[config.mk]
export PLATFORM = sky130hd
export DESIGN_NAME = seg_scan_driver
export DESIGN_NICKNAME = d
export VERILOG_FILES = /design/src/rtl/seg_scan_driver.sv
export SDC_FILE = /design/constraint.sdc
export NUM_CORES = 1
export LEC_CHECK = 0
export ABC_CLOCK_PERIOD_IN_PS = 2000
export CORE_MARGIN = 2
export CORE_UTILIZATION = 45
export DETAILED_ROUTE_END_ITERATION = 10
export PLACE_DENSITY = 0.69
export SETUP_SLACK_MARGIN = 0.15
export SLEW_MARGIN = 15
export SYNTH_ARGS = -nofsm -noshare
export SYNTH_HDL_FRONTEND = slang
export SYNTH_SLANG_ARGS = --single-unit
[constraint.sdc]
create_clock -name clk -period 2 [get_ports clk]
set_clock_uncertainty 0.1 [all_clocks]
set_input_delay 0.2 -clock clk [delete_from_list [all_inputs] [get_ports clk]]
set_output_delay 0.2 -clock clk [all_outputs]
set_load 0.02 [all_outputs]
[src/rtl/seg_scan_driver.sv]
// Time-multiplexed hex digit scanner feeding a 4-bit to 7-segment decoder.
// Cycles through NUM_DIGITS digit slots of REFRESH_DIV cycles each. New data
// is only committed at frame boundaries, so a frame never mixes two values.
// Every slot starts with DEAD_CYCLES of all anodes off to prevent ghosting.
// Optional leading-zero blanking keeps the slot timing, so brightness stays constant.
module seg_scan_driver #(
    parameter int NUM_DIGITS  = 4,
    parameter int REFRESH_DIV = 100000,
    parameter int DEAD_CYCLES = 2
) (
    input  logic                    clk,
    input  logic                    rst_n,
    input  logic                    load,
    input  logic [4*NUM_DIGITS-1:0] value,
    input  logic [NUM_DIGITS-1:0]   dp_in,
    input  logic                    blank_lz,
    output logic [3:0]              bin,
    output logic [NUM_DIGITS-1:0]   an,
    output logic                    dp,
    output logic                    frame_start
);

    localparam int CW = (REFRESH_DIV > 1) ? $clog2(REFRESH_DIV) : 1;
    localparam int IW = (NUM_DIGITS > 1) ? $clog2(NUM_DIGITS) : 1;
    localparam int VW = 4 * NUM_DIGITS;

    localparam logic [CW-1:0] CNT_MAX  = CW'(REFRESH_DIV - 1);
    localparam logic [CW-1:0] CNT_DEAD = CW'(DEAD_CYCLES);
    localparam logic [IW-1:0] IDX_MAX  = IW'(NUM_DIGITS - 1);

    logic [CW-1:0]         r_cnt;
    logic [IW-1:0]         r_idx;
    logic [VW-1:0]         r_active_val;
    logic [NUM_DIGITS-1:0] r_active_dp;
    logic [VW-1:0]         r_pend_val;
    logic [NUM_DIGITS-1:0] r_pend_dp;
    logic                  r_flag;
    logic                  r_frame_start;

    logic                  w_slot_end;
    logic                  w_frame_end;
    logic                  w_zero_above;
    logic [NUM_DIGITS-1:0] w_blank;
    logic                  w_shown;

    assign w_slot_end  = (r_cnt == CNT_MAX);
    assign w_frame_end = w_slot_end && (r_idx == IDX_MAX);

    // Refresh counter, digit index and frame-start pulse; both counters wrap by compare.
    always_ff @(posedge clk or negedge rst_n) begin
        if (!rst_n) begin
            r_cnt         <= '0;
            r_idx         <= '0;
            r_frame_start <= 1'b0;
        end else begin
            if (w_slot_end) begin
                r_cnt <= '0;
                if (r_idx == IDX_MAX) begin
                    r_idx <= '0;
                end else begin
                    r_idx <= r_idx + IW'(1);
                end
            end else begin
                r_cnt <= r_cnt + CW'(1);
            end
            r_frame_start <= w_frame_end;
        end
    end

    // Pending capture on load; active data changes only at a frame end (a same-cycle load bypasses pending).
    always_ff @(posedge clk or negedge rst_n) begin
        if (!rst_n) begin
            r_active_val <= '0;
            r_active_dp  <= '0;
            r_pend_val   <= '0;
            r_pend_dp    <= '0;
            r_flag       <= 1'b0;
        end else begin
            if (load) begin
                r_pend_val <= value;
                r_pend_dp  <= dp_in;
            end else begin
                r_pend_val <= r_pend_val;
                r_pend_dp  <= r_pend_dp;
            end
            if (w_frame_end) begin
                if (load) begin
                    r_active_val <= value;
                    r_active_dp  <= dp_in;
                end else if (r_flag) begin
                    r_active_val <= r_pend_val;
                    r_active_dp  <= r_pend_dp;
                end else begin
                    r_active_val <= r_active_val;
                    r_active_dp  <= r_active_dp;
                end
                r_flag <= 1'b0;
            end else if (load) begin
                r_flag <= 1'b1;
            end else begin
                r_flag <= r_flag;
            end
        end
    end

    // Leading-zero blanking: digit i>0 is blanked when it and every higher nibble are zero.
    always_comb begin
        w_zero_above = 1'b1;
        w_blank      = '0;
        for (int i = NUM_DIGITS - 1; i >= 1; i--) begin
            w_zero_above = w_zero_above && (r_active_val[4*i +: 4] == 4'd0);
            w_blank[i]   = blank_lz && w_zero_above;
        end
    end

    assign w_shown = (r_cnt >= CNT_DEAD) && !w_blank[r_idx];

    // Output decode straight from registers: nibble, single active-low anode, active-low dp.
    always_comb begin
        an  = '1;
        bin = r_active_val[{r_idx, 2'b00} +: 4];
        if (w_shown) begin
            an[r_idx] = 1'b0;
            dp        = ~r_active_dp[r_idx];
        end else begin
            dp        = 1'b1;
        end
    end

    assign frame_start = r_frame_start;

endmodule

# == After elaboration in Yosys (flattened, before gate mapping) ==
# Cells that the tools add are included.
# word_totals
register_bits,61
output_inout_bits,10
elab_cells,49
# op_classes
eq_ne,2
mux,16
reduce_logical,15
shift,1
add_sub_neg,2
bitwise,2
n_lt_le_gt_ge,3
# ops
cell,count
$mux W16,2
$add A17 B1 Y17 const B,1
$eq A17 B17 Y1 const B,1
$ge A17 B2 Y1 const B,1
$mux W17,1
$shiftx A16 B5 Y4,1
$logic_not A4 Y1,3
$mux W4,3
$logic_and A1 B1 Y1,8
$mux W1,6
$bmux W1 S2,2
$not A4 Y4,1
$reduce_bool A2 Y1,2
$lt A2 B3 Y1 const B,1
$add A2 B1 Y2 const B,1
$demux W1 S2,1
$eq A2 B2 Y1 const B,1
$ge A2 B1 Y1 const B,1
$mux W2,1
$reduce_and A2 Y1,1
$logic_not A1 Y1,1
$not A1 Y1,1

# == Depth between registers and ports, before layout ==
# Gate-level depths: netlist of run 1.
# logic_depth
word_depth,9
depth_mapped,7
depth_no_buf,5

# == Worst setup path after synthesis of run 1 ==
# OpenSTA, ideal clock, no wires.
# synth_path
path_type,register -> register
start,reg r_cnt[1]
end,reg r_active_dp[0]
setup_slack_ps,-219
setup_time_ps,125
n_path_buf,2
path_stages_with_launch,8
t_arrival_ps,1994
synth_period_minus_slack_ps,2219
required_ps,1775
cell_sequence,dfrtp_1 > ha_1 > and4_1 > clkbuf_1 > nand4b_4 > or3_4 > buf_6 > mux2_4
# synth_between
elab_chain_len,3
# synth_rtl
item,line,text
from (decl),31,logic [CW-1:0] r_cnt;
from (signal assigned),64,r_cnt <= r_cnt + CW'(1);
$eq A17 B17 Y1,46,assign w_slot_end = (r_cnt == CNT_MAX);
$logic_and A1 B1 Y1,47,assign w_frame_end = w_slot_end && (r_idx == IDX_MAX);
$reduce_and A2 Y1 (no line),--,
to (signal assigned),89,r_active_dp <= dp_in;
to (signal assigned),92,r_active_dp <= r_pend_dp;
to (signal assigned),95,r_active_dp <= r_active_dp;
to (decl),34,logic [NUM_DIGITS-1:0] r_active_dp;
# Every way passes these cells.
# A chain may end at the register's enable or synchronous reset.

# == Worst setup path in the final report of run 1 ==
# layout_path
start,reg r_cnt[8]
end,out an[1]
# layout_between
elab_chain_len,3
# layout_rtl
item,line,text
$ge A17 B2 Y1,116,assign w_shown = (r_cnt >= CNT_DEAD) && !w_blank[r_idx];
$logic_and A1 B1 Y1,116,
$mux W4,122,if (w_shown) begin
to (decl),18,"output logic [NUM_DIGITS-1:0] an,"
# Every way passes these cells.

==> impl_results.html, run 1 <==
<table>
<tr><th>Metric</th><th>Value</th></tr>
<tr><th colspan="2">Outcome</th></tr>
<tr><td>Outcome</td><td>finished, violations left</td></tr>
<tr><td>Failing checks</td><td>negative setup slack</td></tr>
<tr><th colspan="2">GRT</th></tr>
<tr><td>First-pass GRT wire length</td><td>between 9000 and 10,000 um</td></tr>
<tr><td>Congestion Overflow GR</td><td>0</td></tr>
<tr><td>Initial antenna violation count</td><td>0</td></tr>
<tr><td>Overall global routing resource usage</td><td>0.184</td></tr>
<tr><td>Pin count of the biggest net entering global routing</td><td>40</td></tr>
<tr><td>Via count of the first global-routing pass</td><td>between 1,500 and 2,000</td></tr>
<tr><th colspan="2">Worst setup path</th></tr>
<tr><td>Worst Path Max Fanout</td><td>5</td></tr>
<tr><td>Worst Path Class, Setup</td><td>register to primary output</td></tr>
<tr><td>Category of the worst setup path launch point</td><td>register</td></tr>
<tr><td>Required time worst endpoint</td><td>roughly 1.7 ns</td></tr>
<tr><td>Slack of the worst reg-to-reg path</td><td>-0.19 ns</td></tr>
<tr><td>Setup crit end kind</td><td>primary output</td></tr>
<tr><td>R2r endpoint</td><td>r_active_val[5]</td></tr>
<tr><td>Depth of the worst register-to-register path</td><td>4</td></tr>
<tr><td>Data arrival time of the critical path</td><td>2.00 ns</td></tr>
<tr><td>Beginning of the worst register-to-register path</td><td>r_cnt[8]</td></tr>
<tr><th colspan="2">Synthesis</th></tr>
<tr><td>Cell count after synthesis</td><td>202</td></tr>
<tr><td>Mean post-synth cell area</td><td>approximately 14 sq um</td></tr>
<tr><td>YS warnings</td><td>0</td></tr>
<tr><td>Netlist area before placement</td><td>about 2800 sq um</td></tr>
<tr><td>Proportion of synthesized chip area in sequential cells</td><td>0.542</td></tr>
<tr><td>Synthesis-stage register bit count</td><td>61</td></tr>
<tr><td>Syn Nets</td><td>between 200 and 250</td></tr>
<tr><td>Distinct cell type count of the synthesized netlist</td><td>28</td></tr>
<tr><th colspan="2">Final layout</th></tr>
<tr><td>Area growth syn-to-layout</td><td>39.3%</td></tr>
<tr><td>Filler Cells Inserted</td><td>around 440</td></tr>
<tr><td>Ant. Diodes</td><td>0</td></tr>
<tr><td>Count of non-filler cells in the finished layout</td><td>370</td></tr>
<tr><td>Net count reported at finish</td><td>320</td></tr>
<tr><td>Layout cell share with drive strength beyond 1</td><td>0.485</td></tr>
<tr><td>Final core area utilization</td><td>0.655</td></tr>
<tr><th colspan="2">Routing</th></tr>
<tr><td>Remaining antenna violation count</td><td>0</td></tr>
<tr><td>Drt pass-1 iters</td><td>4</td></tr>
<tr><td>Overall routed net length</td><td>between 6000 and 7000 um</td></tr>
<tr><td>Violation count after the first detailed-routing iteration</td><td>70</td></tr>
<tr><td>Post-detailed-route via-to-cell ratio</td><td>5.18</td></tr>
<tr><td>Number of remaining DRC errors</td><td>0</td></tr>
<tr><td>Final routed wire length divided by cell count</td><td>around 16 um</td></tr>
<tr><td>Vias after detailed routing</td><td>roughly 1,900</td></tr>
<tr><th colspan="2">Timing</th></tr>
<tr><td>Number of max-slew violations in the final report</td><td>0</td></tr>
<tr><td>Final setup violation count</td><td>25</td></tr>
<tr><td>Min Clock Period, post-route</td><td>between 2 and 2.5 ns</td></tr>
<tr><td>Worst Max-Slew Pin Slew</td><td>~0.60 ns</td></tr>
<tr><td>F_max</td><td>435 MHz</td></tr>
<tr><td>Slew HR</td><td>0.595</td></tr>
<tr><td>Setup repair after global routing missed its margin</td><td>yes</td></tr>
<tr><td>Setup ws final</td><td>-0.297 ns</td></tr>
<tr><td>Final worst path period share</td><td>1.15</td></tr>
<tr><td>Final hold vios</td><td>0</td></tr>
<tr><th colspan="2">Power</th></tr>
<tr><td>Leakage dissipation</td><td>approximately 1.9 nW</td></tr>
<tr><td>Largest vdd supply drop</td><td>between 0.4 and 0.5 mV</td></tr>
<tr><td>Switching portion of total power</td><td>0.219</td></tr>
<tr><td>Net switching power figure</td><td>0.567 mW</td></tr>
<tr><td>Part of the power in registers</td><td>0.505</td></tr>
<tr><td>Share of total power in combinational logic</td><td>0.082</td></tr>
<tr><td>Pwr dens</td><td>659 nW/um^2</td></tr>
<tr><td>Internal power</td><td>2.02 mW</td></tr>
<tr><td>Part of the power in the clock network</td><td>0.412</td></tr>
<tr><th colspan="2">Placed design</th></tr>
<tr><td>Routability congestion estimate from global placement</td><td>between 0.8 and 0.9</td></tr>
<tr><td>Pre-CTS setup slack</td><td>-0.477 ns</td></tr>
<tr><td>Post-detailed-placement half-perimeter wirelength</td><td>a little over 4000 um</td></tr>
<tr><td>Placed instance count</td><td>about 350</td></tr>
<tr><td>Number of port buffers</td><td>33</td></tr>
<tr><th colspan="2">Clocking</th></tr>
<tr><td>Clock tree root buffer cell</td><td>sky130_fd_sc_hd__clkbuf_8</td></tr>
<tr><td>Number of H-tree branching levels</td><td>3</td></tr>
<tr><td>Number of sinks driven by the clock tree</td><td>61</td></tr>
<tr><td>Worst-case clock buffer depth</td><td>2</td></tr>
<tr><td>Clock tree from TritonCTS</td><td>done</td></tr>
<tr><td>Clock slew at reported path FFs</td><td>roughly 0.07 ns</td></tr>
<tr><td>Clock latency on the worst-skew pair</td><td>around 0.35 ns</td></tr>
<tr><td>Number of buffers inserted during clock tree synthesis</td><td>9</td></tr>
<tr><th colspan="2">Die</th></tr>
<tr><td>Die Outline Area</td><td>about 7000 sq um</td></tr>
<tr><td>Count of pins on the block boundary</td><td>34</td></tr>
<tr><td>Number of core rows</td><td>28</td></tr>
<tr><td>Area of the core region</td><td>roughly 6000 sq um</td></tr>
<tr><td>Vert. Die Dim</td><td>83.1 um</td></tr>
<tr><td>Die boundary width</td><td>slightly above 80 um</td></tr>
<tr><td>Initial Util</td><td>0.470</td></tr>
<tr><th colspan="2">Job</th></tr>
<tr><td>Max cap viols</td><td>0</td></tr>
<tr><th colspan="2">Min path</th></tr>
<tr><td>Type of the most critical hold path</td><td>input port to asynchronous set/reset pin</td></tr>
</table>
[cells in the mapped netlist]
| master | count | area [sq um] |
|---|---|---|
| sky130_fd_sc_hd__o211ai_1 | 1 | 7.51 |
| sky130_fd_sc_hd__or3_1 | 1 | 6.26 |
| sky130_fd_sc_hd__mux2_4 | 20 | 300 |
| sky130_fd_sc_hd__nand4b_4 | 1 | 23.8 |
| sky130_fd_sc_hd__nor4b_2 | 1 | 15.0 |
| sky130_fd_sc_hd__o21ai_0 | 1 | 5.00 |
| sky130_fd_sc_hd__mux2_2 | 21 | 236 |
| sky130_fd_sc_hd__or4b_2 | 1 | 10.0 |
| sky130_fd_sc_hd__or4_1 | 2 | 15.0 |
| sky130_fd_sc_hd__nor2_1 | 15 | 56.3 |
| sky130_fd_sc_hd__dfrtp_1 | 61 | 1530 |
| sky130_fd_sc_hd__inv_1 | 5 | 18.8 |
| sky130_fd_sc_hd__mux4_2 | 5 | 113 |
| sky130_fd_sc_hd__clkbuf_1 | 6 | 22.5 |
| sky130_fd_sc_hd__buf_6 | 2 | 22.5 |
| sky130_fd_sc_hd__ha_1 | 6 | 75.1 |
| sky130_fd_sc_hd__nor3_1 | 3 | 15.0 |
| sky130_fd_sc_hd__or3_4 | 1 | 11.3 |
| sky130_fd_sc_hd__nor3b_1 | 1 | 7.51 |
| sky130_fd_sc_hd__nand2_1 | 5 | 18.8 |
| sky130_fd_sc_hd__xnor2_1 | 11 | 96.3 |
| sky130_fd_sc_hd__nand4_1 | 5 | 31.3 |
| sky130_fd_sc_hd__nand3_1 | 10 | 50.1 |
| sky130_fd_sc_hd__and4_1 | 5 | 43.8 |
| sky130_fd_sc_hd__xor2_1 | 4 | 35.0 |
| sky130_fd_sc_hd__nor4bb_1 | 1 | 10.0 |
| sky130_fd_sc_hd__nor4_1 | 6 | 37.5 |
| sky130_fd_sc_hd__a21oi_1 | 1 | 5.00 |
[repair_timing]
action / 4_1_cts / 5_1_grt
resized for setup: 57 / 20
endpoints found under the hold margin: 22 / 0
buffers inserted: 0 / 5
hold buffers: 1 / 0
pin swaps: 8 / 9
endpoints found under the setup margin: 38 / 40
cloned: 2 / 1
[how the worst max path moves through the flow]
stage,startpoint,slack [ns],cells after the start,to
after floorplan,r_cnt[8],-0.16,5,r_active_dp[0]
after CTS,r_cnt[8],-0.42,6,an[1]
after global routing,r_active_val[8],-0.38,5,an[3]
final,r_cnt[8],-0.30,6,an[1]
after detailed placement,r_cnt[8],-0.48,6,an[1]
after global placement,r_cnt[8],-0.45,6,an[3]
[power groups by stage]
stage | Clock [mW] | Sequential, mW | Combinational (mW)
floorplan | 0 | 1.33 | 0.0951
global placement | 0 | 1.33 | 0.208
detailed placement | 0 | 1.33 | 0.212
CTS | 1.09 | 1.31 | 0.214
global route | 1.14 | 1.31 | 0.233
finish | 1.07 | 1.31 | 0.213
[critical path: stages, from the launching register on]
cell and delay [ns]:
sky130_fd_sc_hd__dfrtp_1 0.38, sky130_fd_sc_hd__or4_4 0.56, sky130_fd_sc_hd__nor4_4 0.18, sky130_fd_sc_hd__nand4_1 0.17, sky130_fd_sc_hd__buf_6 0.17, sky130_fd_sc_hd__nand3_2 0.08
sky130_fd_sc_hd__buf_6 0.13
[metrics by stage]
step	TNS [ns]	total power, mW	hold slack (ns)	area (sq um)
after floorplan	-3.18	1.42	-0.196	2860
after global placement	-6.67	1.53	0.107	3550
after detailed placement	-6.90	1.54	0.117	3550
after CTS	-5.68	2.61	0.286	3800
after global routing	-6.20	2.68	0.328	3920
final	-5.03	2.59	0.269	3920
[flip-flops by register name, indices dropped and copies added, names as in the netlist]
signal	cells
r_pend_val	16
frame_start	1
r_flag	1
r_active_val	16
r_active_dp	4
r_pend_dp	4
r_idx	2
r_cnt	17
[layout by cell type, fill, tap and decap left out, types with 10 or more instances in the layout]
cell and n:
sky130_fd_sc_hd__buf_4 42, sky130_fd_sc_hd__dfrtp_1 61, sky130_fd_sc_hd__mux2_4 20, sky130_fd_sc_hd__xnor2_1 11, sky130_fd_sc_hd__nor2_1 14, sky130_fd_sc_hd__mux2_2 21
sky130_fd_sc_hd__clkbuf_8 10, sky130_fd_sc_hd__buf_6 12, sky130_fd_sc_hd__clkdlybuf4s50_1 23
[layer usage]
| layer | up-vias | part of all wire | global-route usage | wire length, um |
|---|---|---|---|---|
| met2 | 37 | 0.48 | 0.279 | 2890 |
| li1 | 915 | - | - | - |
| met1 | 955 | 0.47 | 0.252 | 2860 |
| met3 | 9 | 0.038 | 0.0398 | 233 |
| met5 | - | 0 | 0 | 0 |
| met4 | 0 | 0.017 | 0.0894 | 102 |
[cell type report]
class / instances / area, sq um / share of cell area
Clock inverter: 5 / 50.0 / 0.0128
Multi-Input combinational cell: 131 / 1360 / 0.346
Clock buffer: 11 / 141 / 0.0361
Sequential cell: 61 / 1530 / 0.389
Tap cell: 75 / 93.8 / 0.0239
Inverter: 5 / 18.8 / 0.00479
Timing Repair Buffer: 82 / 736 / 0.188
[cells by family (layout without fill, tap and decap cells)]
| group | count (synthesis) | after routing | synth area share |
|---|---|---|---|
| DFF | 61 | 61 | 0.542 |
| and+or+nand+nor | 58 | 61 | 0.125 |
| muxes | 46 | 46 | 0.231 |
| xor gates and xnor gates | 15 | 15 | 0.0467 |
| buffers and inverters | 13 | 103 | 0.0227 |
| adders and majority gates | 6 | 6 | 0.0267 |
| AOI/OAI and AO/OA | 3 | 3 | 0.00622 |
Note: power is estimated with default switching activity, not from simulation.
==> run 2: changes to the inputs <==
--- a/config.mk
+++ b/config.mk
@@ -11,6 +11,7 @@
 export DETAILED_ROUTE_END_ITERATION = 10
 export PLACE_DENSITY = 0.69
 export SETUP_SLACK_MARGIN = 0.15
+export SKIP_LAST_GASP = 1
 export SLEW_MARGIN = 15
 export SYNTH_ARGS = -nofsm -noshare
 export SYNTH_HDL_FRONTEND = slang
==> run 2 against run 1 <==
Compared with the run above: the flow still finishes with violations (negative setup slack); setup slack better by 0.0027 ns; worst hold slack improved by 0.0010 ns; via count is essentially flat; die area is the same; design area is 0.67% lower; routed wire length shrank 0.84%; total power fell by 0.19%; combinational power is essentially flat.
==> impl_results.html, run 2 (same netlist as run 1, synthesis figures left out) <==
<table>
<tr><th>Metric</th><th>Value</th></tr>
<tr><th colspan="2">Clocking</th></tr>
<tr><td>Number of sinks driven by the clock tree</td><td>61 (unchanged)</td></tr>
<tr><td>Worst-case clock buffer depth</td><td>2 (unchanged)</td></tr>
<tr><td>Clock tree from TritonCTS</td><td>done</td></tr>
<tr><td>Clock slew at reported path FFs</td><td>0.07 ns (about the same)</td></tr>
<tr><td>Number of buffers inserted during clock tree synthesis</td><td>9 (unchanged)</td></tr>
<tr><td>Clock latency on the worst-skew pair</td><td>0.34 ns (about the same)</td></tr>
<tr><td>Clock tree root buffer cell</td><td>sky130_fd_sc_hd__clkbuf_8</td></tr>
<tr><td>Number of H-tree branching levels</td><td>3 (unchanged)</td></tr>
<tr><th colspan="2">Placed design</th></tr>
<tr><td>Placed instance count</td><td>345 (unchanged)</td></tr>
<tr><td>Number of port buffers</td><td>33 (unchanged)</td></tr>
<tr><td>Routability congestion estimate from global placement</td><td>0.832 (unchanged)</td></tr>
<tr><td>Post-detailed-placement half-perimeter wirelength</td><td>4090 um (unchanged)</td></tr>
<tr><th colspan="2">Worst setup path</th></tr>
<tr><td>Category of the worst setup path launch point</td><td>register</td></tr>
<tr><td>Worst Path Class, Setup</td><td>register to primary output</td></tr>
<tr><td>Beginning of the worst register-to-register path</td><td>r_cnt[8]</td></tr>
<tr><td>Data arrival time of the critical path</td><td>1.99 ns (about the same)</td></tr>
<tr><td>Worst Path Max Fanout</td><td>5 (unchanged)</td></tr>
<tr><td>Setup crit end kind</td><td>primary output</td></tr>
<tr><td>Required time worst endpoint</td><td>1.70 ns (about the same)</td></tr>
<tr><td>Depth of the worst register-to-register path</td><td>4 (unchanged)</td></tr>
<tr><td>Slack of the worst reg-to-reg path</td><td>-0.19 ns (about the same)</td></tr>
<tr><td>R2r endpoint</td><td>r_active_val[5]</td></tr>
<tr><th colspan="2">Die</th></tr>
<tr><td>Vert. Die Dim</td><td>83.1 um (unchanged)</td></tr>
<tr><td>Die Outline Area</td><td>6900 sq um (unchanged)</td></tr>
<tr><td>Initial Util</td><td>0.470 (unchanged)</td></tr>
<tr><td>Area of the core region</td><td>5990 sq um (unchanged)</td></tr>
<tr><td>Die boundary width</td><td>83.1 um (unchanged)</td></tr>
<tr><td>Number of core rows</td><td>28 (unchanged)</td></tr>
<tr><td>Count of pins on the block boundary</td><td>34 (unchanged)</td></tr>
<tr><th colspan="2">Final layout</th></tr>
<tr><td>Area of the multi-input gates</td><td>1350 sq um (-0.18%)</td></tr>
<tr><td>Count of non-filler cells in the finished layout</td><td>369 (-0.27%)</td></tr>
<tr><td>Top Registers</td><td>r_cnt (17), r_active_val (16), r_pend_val (16)</td></tr>
<tr><td>Final core area utilization</td><td>0.650 (-0.00439)</td></tr>
<tr><td>Number of flip-flops in the largest register</td><td>17 (unchanged)</td></tr>
<tr><td>Leading cell types in the layout, fill and taps excluded</td><td>61 x sky130_fd_sc_hd__dfrtp_1, 42 x sky130_fd_sc_hd__buf_4, 23 x sky130_fd_sc_hd__clkdlybuf4s50_1</td></tr>
<tr><td>Most common cell after layout, fill and taps aside</td><td>sky130_fd_sc_hd__dfrtp_1</td></tr>
<tr><td>Top register by number of flip-flops</td><td>r_cnt</td></tr>
<tr><td>Area growth syn-to-layout</td><td>38.4%</td></tr>
<tr><td>Filler Cells Inserted</td><td>446 (+1.8%)</td></tr>
<tr><td>Area of all sequential standard cells</td><td>1530 sq um (unchanged)</td></tr>
<tr><td>Net count reported at finish</td><td>319 (-0.31%)</td></tr>
<tr><td>Ant. Diodes</td><td>0 (unchanged)</td></tr>
<tr><td>Layout cell share with drive strength beyond 1</td><td>0.480 (-0.00515)</td></tr>
<tr><th colspan="2">GRT</th></tr>
<tr><td>Congestion Overflow GR</td><td>0 (unchanged)</td></tr>
<tr><td>Pin count of the biggest net entering global routing</td><td>40 (unchanged)</td></tr>
<tr><td>Overall global routing resource usage</td><td>0.184 (unchanged)</td></tr>
<tr><td>Initial antenna violation count</td><td>0 (unchanged)</td></tr>
<tr><td>First-pass GRT wire length</td><td>9800 um (unchanged)</td></tr>
<tr><td>Via count of the first global-routing pass</td><td>1,943 (unchanged)</td></tr>
<tr><th colspan="2">Min path</th></tr>
<tr><td>Type of the most critical hold path</td><td>input port to asynchronous set/reset pin</td></tr>
<tr><th colspan="2">Timing</th></tr>
<tr><td>Setup TNS after final layout</td><td>-5.09 ns (-0.0561 ns)</td></tr>
<tr><td>F_max</td><td>436 MHz (+0.12%)</td></tr>
<tr><td>Setup repair after global routing missed its margin</td><td>yes</td></tr>
<tr><td>Slew HR</td><td>0.596 (+0.00149)</td></tr>
<tr><td>Number of max-slew violations in the final report</td><td>0 (unchanged)</td></tr>
<tr><td>Worst Max-Slew Pin Slew</td><td>0.603 ns (-0.00223 ns)</td></tr>
<tr><td>Final worst path period share</td><td>1.15 (-0.00137)</td></tr>
<tr><td>Setup ws final</td><td>-0.294 ns (+0.00275 ns)</td></tr>
<tr><td>Min Clock Period, post-route</td><td>2.29 ns (-0.00275 ns)</td></tr>
<tr><td>Final hold vios</td><td>0 (unchanged)</td></tr>
<tr><td>Minimum hold slack</td><td>0.270 ns (+0.00100 ns)</td></tr>
<tr><td>Final setup violation count</td><td>25 (unchanged)</td></tr>
<tr><th colspan="2">Power</th></tr>
<tr><td>Switching portion of total power</td><td>0.218 (-0.000756)</td></tr>
<tr><td>Internal power</td><td>2.02 mW (about the same)</td></tr>
<tr><td>Net switching power figure</td><td>0.564 mW (-0.53%)</td></tr>
<tr><td>Share of total power in combinational logic</td><td>0.082 (about the same)</td></tr>
<tr><td>Part of the power in registers</td><td>0.506 (about the same)</td></tr>
<tr><td>Total power</td><td>2.58 mW (-0.19%)</td></tr>
<tr><td>Pwr dens</td><td>662 nW/um^2 (+0.49%)</td></tr>
<tr><td>Part of the power in the clock network</td><td>0.412 (about the same)</td></tr>
<tr><td>Largest vdd supply drop</td><td>0.483 mV (about the same)</td></tr>
<tr><td>Leakage dissipation</td><td>1.87 nW (-0.40%)</td></tr>
<tr><th colspan="2">Outcome</th></tr>
<tr><td>Outcome</td><td>finished, violations left</td></tr>
<tr><td>Failing checks</td><td>negative setup slack</td></tr>
<tr><th colspan="2">Routing</th></tr>
<tr><td>Post-detailed-route via-to-cell ratio</td><td>5.19 (+0.22%)</td></tr>
<tr><td>Vias after detailed routing</td><td>1,915 (-0.052%)</td></tr>
<tr><td>Violation count after the first detailed-routing iteration</td><td>89 (+27%)</td></tr>
<tr><td>Drt pass-1 iters</td><td>4 (unchanged)</td></tr>
<tr><td>Overall routed net length</td><td>6030 um (-0.84%)</td></tr>
<tr><td>Final routed wire length divided by cell count</td><td>16.3 um (-0.57%)</td></tr>
<tr><td>Number of remaining DRC errors</td><td>0 (unchanged)</td></tr>
<tr><td>Remaining antenna violation count</td><td>0 (unchanged)</td></tr>
<tr><th colspan="2">Job</th></tr>
<tr><td>Max cap viols</td><td>0 (unchanged)</td></tr>
</table>
[run 2: cell types whose count changed in the layout (fill, tap and decap cells not counted)]
cell                     delta
sky130_fd_sc_hd__buf_2      +2
sky130_fd_sc_hd__nor2_1     +1
sky130_fd_sc_hd__nor2_2     -1
sky130_fd_sc_hd__buf_6      -3
[run 2: through the flow]
stage	setup WS (ns)	instance area [sq um]
4_1_cts	-0.416	3800
2_1_floorplan	-0.159	2860
6_report	-0.294	3890
3_5_place_dp	-0.477	3550
3_3_place_gp	-0.454	3550
5_1_grt	-0.378	3890
[run 2: layout make-up]
class | count | area share
tap | 75 | 0.0241
inverter | 5 | 0.00482
clock buffer | 11 | 0.0363
timing repair buffer | 81 | 0.183
sequential | 61 | 0.392
clock inverter | 5 | 0.0128
multi-input combinational | 131 | 0.347
[run 2: critical path: stages (launching register included)]
cell and delay [ns]:
sky130_fd_sc_hd__dfrtp_1 0.38, sky130_fd_sc_hd__or4_4 0.56, sky130_fd_sc_hd__nor4_4 0.18, sky130_fd_sc_hd__nand4_1 0.17
sky130_fd_sc_hd__buf_6 0.17, sky130_fd_sc_hd__nand3_2 0.08, sky130_fd_sc_hd__buf_6 0.13
[run 2: power groups by stage]
stage	combinational, mW	sequential, mW	clock [mW]
after floorplan	0.0951	1.33	0
after global placement	0.208	1.33	0
after detailed placement	0.212	1.33	0
after CTS	0.214	1.31	1.09
after global routing	0.231	1.31	1.14
final	0.211	1.31	1.06
[run 2: worst max path at each step]
stage / slack [ns] / cells past startpoint / end / startpoint
global route: -0.38 / 5 / an[3] / r_active_val[8]
finish: -0.29 / 6 / an[1] / r_cnt[8]
detailed placement: -0.48 / 6 / an[1] / r_cnt[8]
CTS: -0.42 / 6 / an[1] / r_cnt[8]
floorplan: -0.16 / 5 / r_active_dp[0] / r_cnt[8]
global placement: -0.45 / 6 / an[3] / r_cnt[8]
[run 2: what timing repair did]
item	in CTS	in global routing
pin swaps	8	9
gates resized for setup	55	15
gates cloned	2	1
hold buffers	1	0
endpoints found under the hold margin	22	0
setup buffers	0	4
setup endpoints to repair	38	40
[run 2: per-layer routing]
metal / global-route usage / part of all wire
met5: 0 / 0
met4: 0.0894 / 0.017
met3: 0.0398 / 0.038
met2: 0.279 / 0.48
met1: 0.252 / 0.47
==> run 3: changes to the inputs <==
--- a/config.mk
+++ b/config.mk
@@ -5,11 +5,13 @@
 export SDC_FILE = /design/constraint.sdc
 export NUM_CORES = 1
 export LEC_CHECK = 0
-export ABC_CLOCK_PERIOD_IN_PS = 2000
+export ABC_CLOCK_PERIOD_IN_PS = 2100
+export CELL_PAD_IN_SITES_DETAIL_PLACEMENT = 1
+export CELL_PAD_IN_SITES_GLOBAL_PLACEMENT = 1
 export CORE_MARGIN = 2
-export CORE_UTILIZATION = 45
+export CORE_UTILIZATION = 41
 export DETAILED_ROUTE_END_ITERATION = 10
-export PLACE_DENSITY = 0.69
+export PLACE_DENSITY_LB_ADDON = 0.1
 export SETUP_SLACK_MARGIN = 0.15
 export SKIP_LAST_GASP = 1
 export SLEW_MARGIN = 15
==> constraint.sdc (replaced) <==
create_clock -name clk -period 2.1 [get_ports clk]
set_clock_uncertainty 0.1 [all_clocks]
set_input_delay 0.21 -clock clk [delete_from_list [all_inputs] [get_ports clk]]
set_output_delay 0.21 -clock clk [all_outputs]
set_load 0.02 [all_outputs]
==> run 3 against run 2 <==
Compared with the run above: the run still ends with negative setup slack left; non-clock buffer count is 4 lower; utilization is 8.0 points lower; via count is 2.3% higher; register-to-register slack better by 0.05 ns; total power is 9.1% lower; critical path depth stayed put; sequential cell count stayed put; sequential power is 5% lower; worst hold slack better by 0.088 ns; global-route usage is 2.3 points higher; critical endpoint is now an[2]; largest power group unchanged.
==> impl_results.html, run 3 (same netlist as run 1, synthesis figures left out) <==
<table>
<tr><th>Metric</th><th>Value</th></tr>
<tr><th colspan="2">Worst setup path</th></tr>
<tr><td>Required time worst endpoint</td><td>1.79 ns (+0.09 ns)</td></tr>
<tr><td>Worst Path Max Fanout</td><td>5 (unchanged)</td></tr>
<tr><td>Slack of the worst reg-to-reg path</td><td>-0.14 ns (+0.05 ns)</td></tr>
<tr><td>Data arrival time of the critical path</td><td>2.14 ns (+0.15 ns)</td></tr>
<tr><td>Worst Path Class, Setup</td><td>register to primary output</td></tr>
<tr><td>Category of the worst setup path launch point</td><td>register</td></tr>
<tr><td>Setup crit end kind</td><td>primary output</td></tr>
<tr><th colspan="2">Routing</th></tr>
<tr><td>Remaining antenna violation count</td><td>0 (unchanged)</td></tr>
<tr><td>Violation count after the first detailed-routing iteration</td><td>95 (+6.7%)</td></tr>
<tr><td>Overall routed net length</td><td>7290 um (+21%)</td></tr>
<tr><td>Drt pass-1 iters</td><td>4 (unchanged)</td></tr>
<tr><td>Number of remaining DRC errors</td><td>0 (unchanged)</td></tr>
<tr><td>Final routed wire length divided by cell count</td><td>19.7 um (+21%)</td></tr>
<tr><td>Post-detailed-route via-to-cell ratio</td><td>5.30 (+2.1%)</td></tr>
<tr><td>Vias after detailed routing</td><td>1,960 (+2.3%)</td></tr>
<tr><th colspan="2">Timing</th></tr>
<tr><td>Number of max-slew violations in the final report</td><td>0 (unchanged)</td></tr>
<tr><td>Slew HR</td><td>0.512 (-0.0840)</td></tr>
<tr><td>Final setup violation count</td><td>25 (unchanged)</td></tr>
<tr><td>F_max</td><td>between 400 and 500 MHz</td></tr>
<tr><td>Setup TNS after final layout</td><td>-3.72 ns (+1.37 ns)</td></tr>
<tr><td>Setup repair after global routing missed its margin</td><td>yes</td></tr>
<tr><td>Final hold vios</td><td>0 (unchanged)</td></tr>
<tr><td>Final worst path period share</td><td>1.17</td></tr>
<tr><td>Min Clock Period, post-route</td><td>approximately 2.4 ns</td></tr>
<tr><td>Setup ws final</td><td>-0.349 ns (-0.0547 ns)</td></tr>
<tr><td>Worst Max-Slew Pin Slew</td><td>0.731 ns (+0.129 ns)</td></tr>
<tr><th colspan="2">Placed design</th></tr>
<tr><td>Routability congestion estimate from global placement</td><td>0.791 (-4.9%)</td></tr>
<tr><td>Post-detailed-placement half-perimeter wirelength</td><td>4590 um (+12%)</td></tr>
<tr><td>Post-Place Cell Area</td><td>3490 sq um (-1.8%)</td></tr>
<tr><td>Number of port buffers</td><td>33 (unchanged)</td></tr>
<tr><td>Pre-CTS setup slack</td><td>-0.476 ns (+0.000932 ns)</td></tr>
<tr><th colspan="2">Final layout</th></tr>
<tr><td>Leading cell types in the layout, fill and taps excluded</td><td>61 x sky130_fd_sc_hd__dfrtp_1, 38 x sky130_fd_sc_hd__buf_4, 23 x sky130_fd_sc_hd__clkdlybuf4s50_1</td></tr>
<tr><td>Layout cell share with drive strength beyond 1</td><td>0.462 (-0.0175)</td></tr>
<tr><td>Net count reported at finish</td><td>315 (-1.3%)</td></tr>
<tr><td>Number of flip-flops in the largest register</td><td>17 (unchanged)</td></tr>
<tr><td>Fin area</td><td>3830 sq um (-1.6%)</td></tr>
<tr><td>Area growth syn-to-layout</td><td>36.1%</td></tr>
<tr><td>Top Registers</td><td>r_cnt (17), r_active_val (16), r_pend_val (16)</td></tr>
<tr><td>Most common cell after layout, fill and taps aside</td><td>sky130_fd_sc_hd__dfrtp_1</td></tr>
<tr><td>Ant. Diodes</td><td>0 (unchanged)</td></tr>
<tr><td>Top register by number of flip-flops</td><td>r_cnt</td></tr>
<tr><th colspan="2">Power</th></tr>
<tr><td>Largest vdd supply drop</td><td>0.270 mV (-44%)</td></tr>
<tr><td>Leakage dissipation</td><td>1.83 nW (-2.2%)</td></tr>
<tr><td>Pwr dens</td><td>612 nW/um^2 (-7.7%)</td></tr>
<tr><th colspan="2">Clocking</th></tr>
<tr><td>Clock tree root buffer cell</td><td>sky130_fd_sc_hd__clkbuf_8</td></tr>
<tr><td>Number of H-tree branching levels</td><td>3 (unchanged)</td></tr>
<tr><td>Clock tree from TritonCTS</td><td>done</td></tr>
<tr><td>Number of buffers inserted during clock tree synthesis</td><td>9 (unchanged)</td></tr>
<tr><td>Clock latency on the worst-skew pair</td><td>0.35 ns (about the same)</td></tr>
<tr><td>Number of sinks driven by the clock tree</td><td>61 (unchanged)</td></tr>
<tr><td>Worst-case clock buffer depth</td><td>2 (unchanged)</td></tr>
<tr><td>Clock slew at reported path FFs</td><td>0.08 ns (about the same)</td></tr>
<tr><th colspan="2">Die</th></tr>
<tr><td>Die boundary width</td><td>86.9 um (+4.5%)</td></tr>
<tr><td>Area of the core region</td><td>6720 sq um (+12%)</td></tr>
<tr><td>Initial Util</td><td>0.419 (-0.0509)</td></tr>
<tr><td>Number of core rows</td><td>30 (+7.1%)</td></tr>
<tr><td>Die Outline Area</td><td>7550 sq um (+9.3%)</td></tr>
<tr><td>Count of pins on the block boundary</td><td>34 (unchanged)</td></tr>
<tr><td>Vert. Die Dim</td><td>86.9 um (+4.5%)</td></tr>
<tr><th colspan="2">GRT</th></tr>
<tr><td>Initial antenna violation count</td><td>0 (unchanged)</td></tr>
<tr><td>Pin count of the biggest net entering global routing</td><td>33 (-18%)</td></tr>
<tr><td>First-pass GRT wire length</td><td>11,500 um (+17%)</td></tr>
<tr><td>Via count of the first global-routing pass</td><td>2,208 (+14%)</td></tr>
<tr><td>Overall global routing resource usage</td><td>0.207 (+0.0225)</td></tr>
<tr><td>Congestion Overflow GR</td><td>0 (unchanged)</td></tr>
<tr><th colspan="2">Outcome</th></tr>
<tr><td>Outcome</td><td>finished, violations left</td></tr>
<tr><td>Failing checks</td><td>negative setup slack</td></tr>
<tr><th colspan="2">Min path</th></tr>
<tr><td>Type of the most critical hold path</td><td>input port to asynchronous set/reset pin</td></tr>
<tr><th colspan="2">Job</th></tr>
<tr><td>Max cap viols</td><td>0 (unchanged)</td></tr>
</table>
[run 3: cell types whose count changed in the layout (fill, tap and decap cells not counted), sizes merged]
cell      delta
buf          -4
bufinv       -1
clkinvlp     +1
[run 3: power by group]
part	internal, mW	switching (mW)	total, mW
logic	0.123	0.0826	0.205
clock network	0.420	0.471	0.892
registers	1.23	0.0204	1.25
total	1.77	0.574	2.34
[run 3: worst paths after layout]
path                                  startpoint         endpoint  cells past startpoint
worst min register to register      r_pend_dp[0]     r_pend_dp[0]                      1
max in group asynchronous                  rst_n  r_active_val[8]                      3
worst max register to register         r_cnt[13]  r_active_val[8]                      4
worst min-delay path                       rst_n     r_pend_dp[1]                      2
worst max-delay path            r_active_val[11]            an[2]                      6
min in group clk                        value[2]    r_pend_val[2]                      2
[run 3: repair_timing]
item	in CTS	in global routing
pin swaps	10	9
resized for setup	57	13
setup endpoints to repair	36	37
hold buffers	1	0
endpoints found under the hold margin	29	0
cloned	2	1
setup buffers	7	2
[run 3: critical path, stage by stage (launching register included)]
cell                       delay, ns
sky130_fd_sc_hd__dfrtp_1        0.39
sky130_fd_sc_hd__or4_4          0.58
sky130_fd_sc_hd__a21oi_2        0.17
sky130_fd_sc_hd__o211ai_1       0.25
sky130_fd_sc_hd__buf_4          0.23
sky130_fd_sc_hd__nand3_2        0.07
sky130_fd_sc_hd__buf_6          0.11
[run 3: per-stage QoR]
step / utilization / instances / power [mW] / hold slack (ns)
3_5_place_dp: 0.519 / 341 / 1.47 / 0.207
2_1_floorplan: - / 202 / 1.35 / -0.186
6_report: 0.570 / 370 / 2.34 / 0.358
5_1_grt: 0.570 / 370 / 2.45 / 0.382
3_3_place_gp: 0.519 / 341 / 1.46 / 0.180
4_1_cts: 0.561 / 367 / 2.36 / 0.379
[run 3: cell type report]
class	instances	area [sq um]
Clock buffer	11	131
Clock inverter	5	27.5
Fill cell	674	2890
Inverter	5	18.8
Multi-Input combinational cell	131	1340
Sequential cell	61	1530
Tap cell	80	100
Timing Repair Buffer	77	684
[run 3: metal layers]
| metal | GRT usage | share of wire |
|---|---|---|
| met5 | 0 | 0 |
| met3 | 0.0483 | 0.033 |
| met1 | 0.274 | 0.45 |
| met2 | 0.325 | 0.49 |
| met4 | 0.0895 | 0.022 |
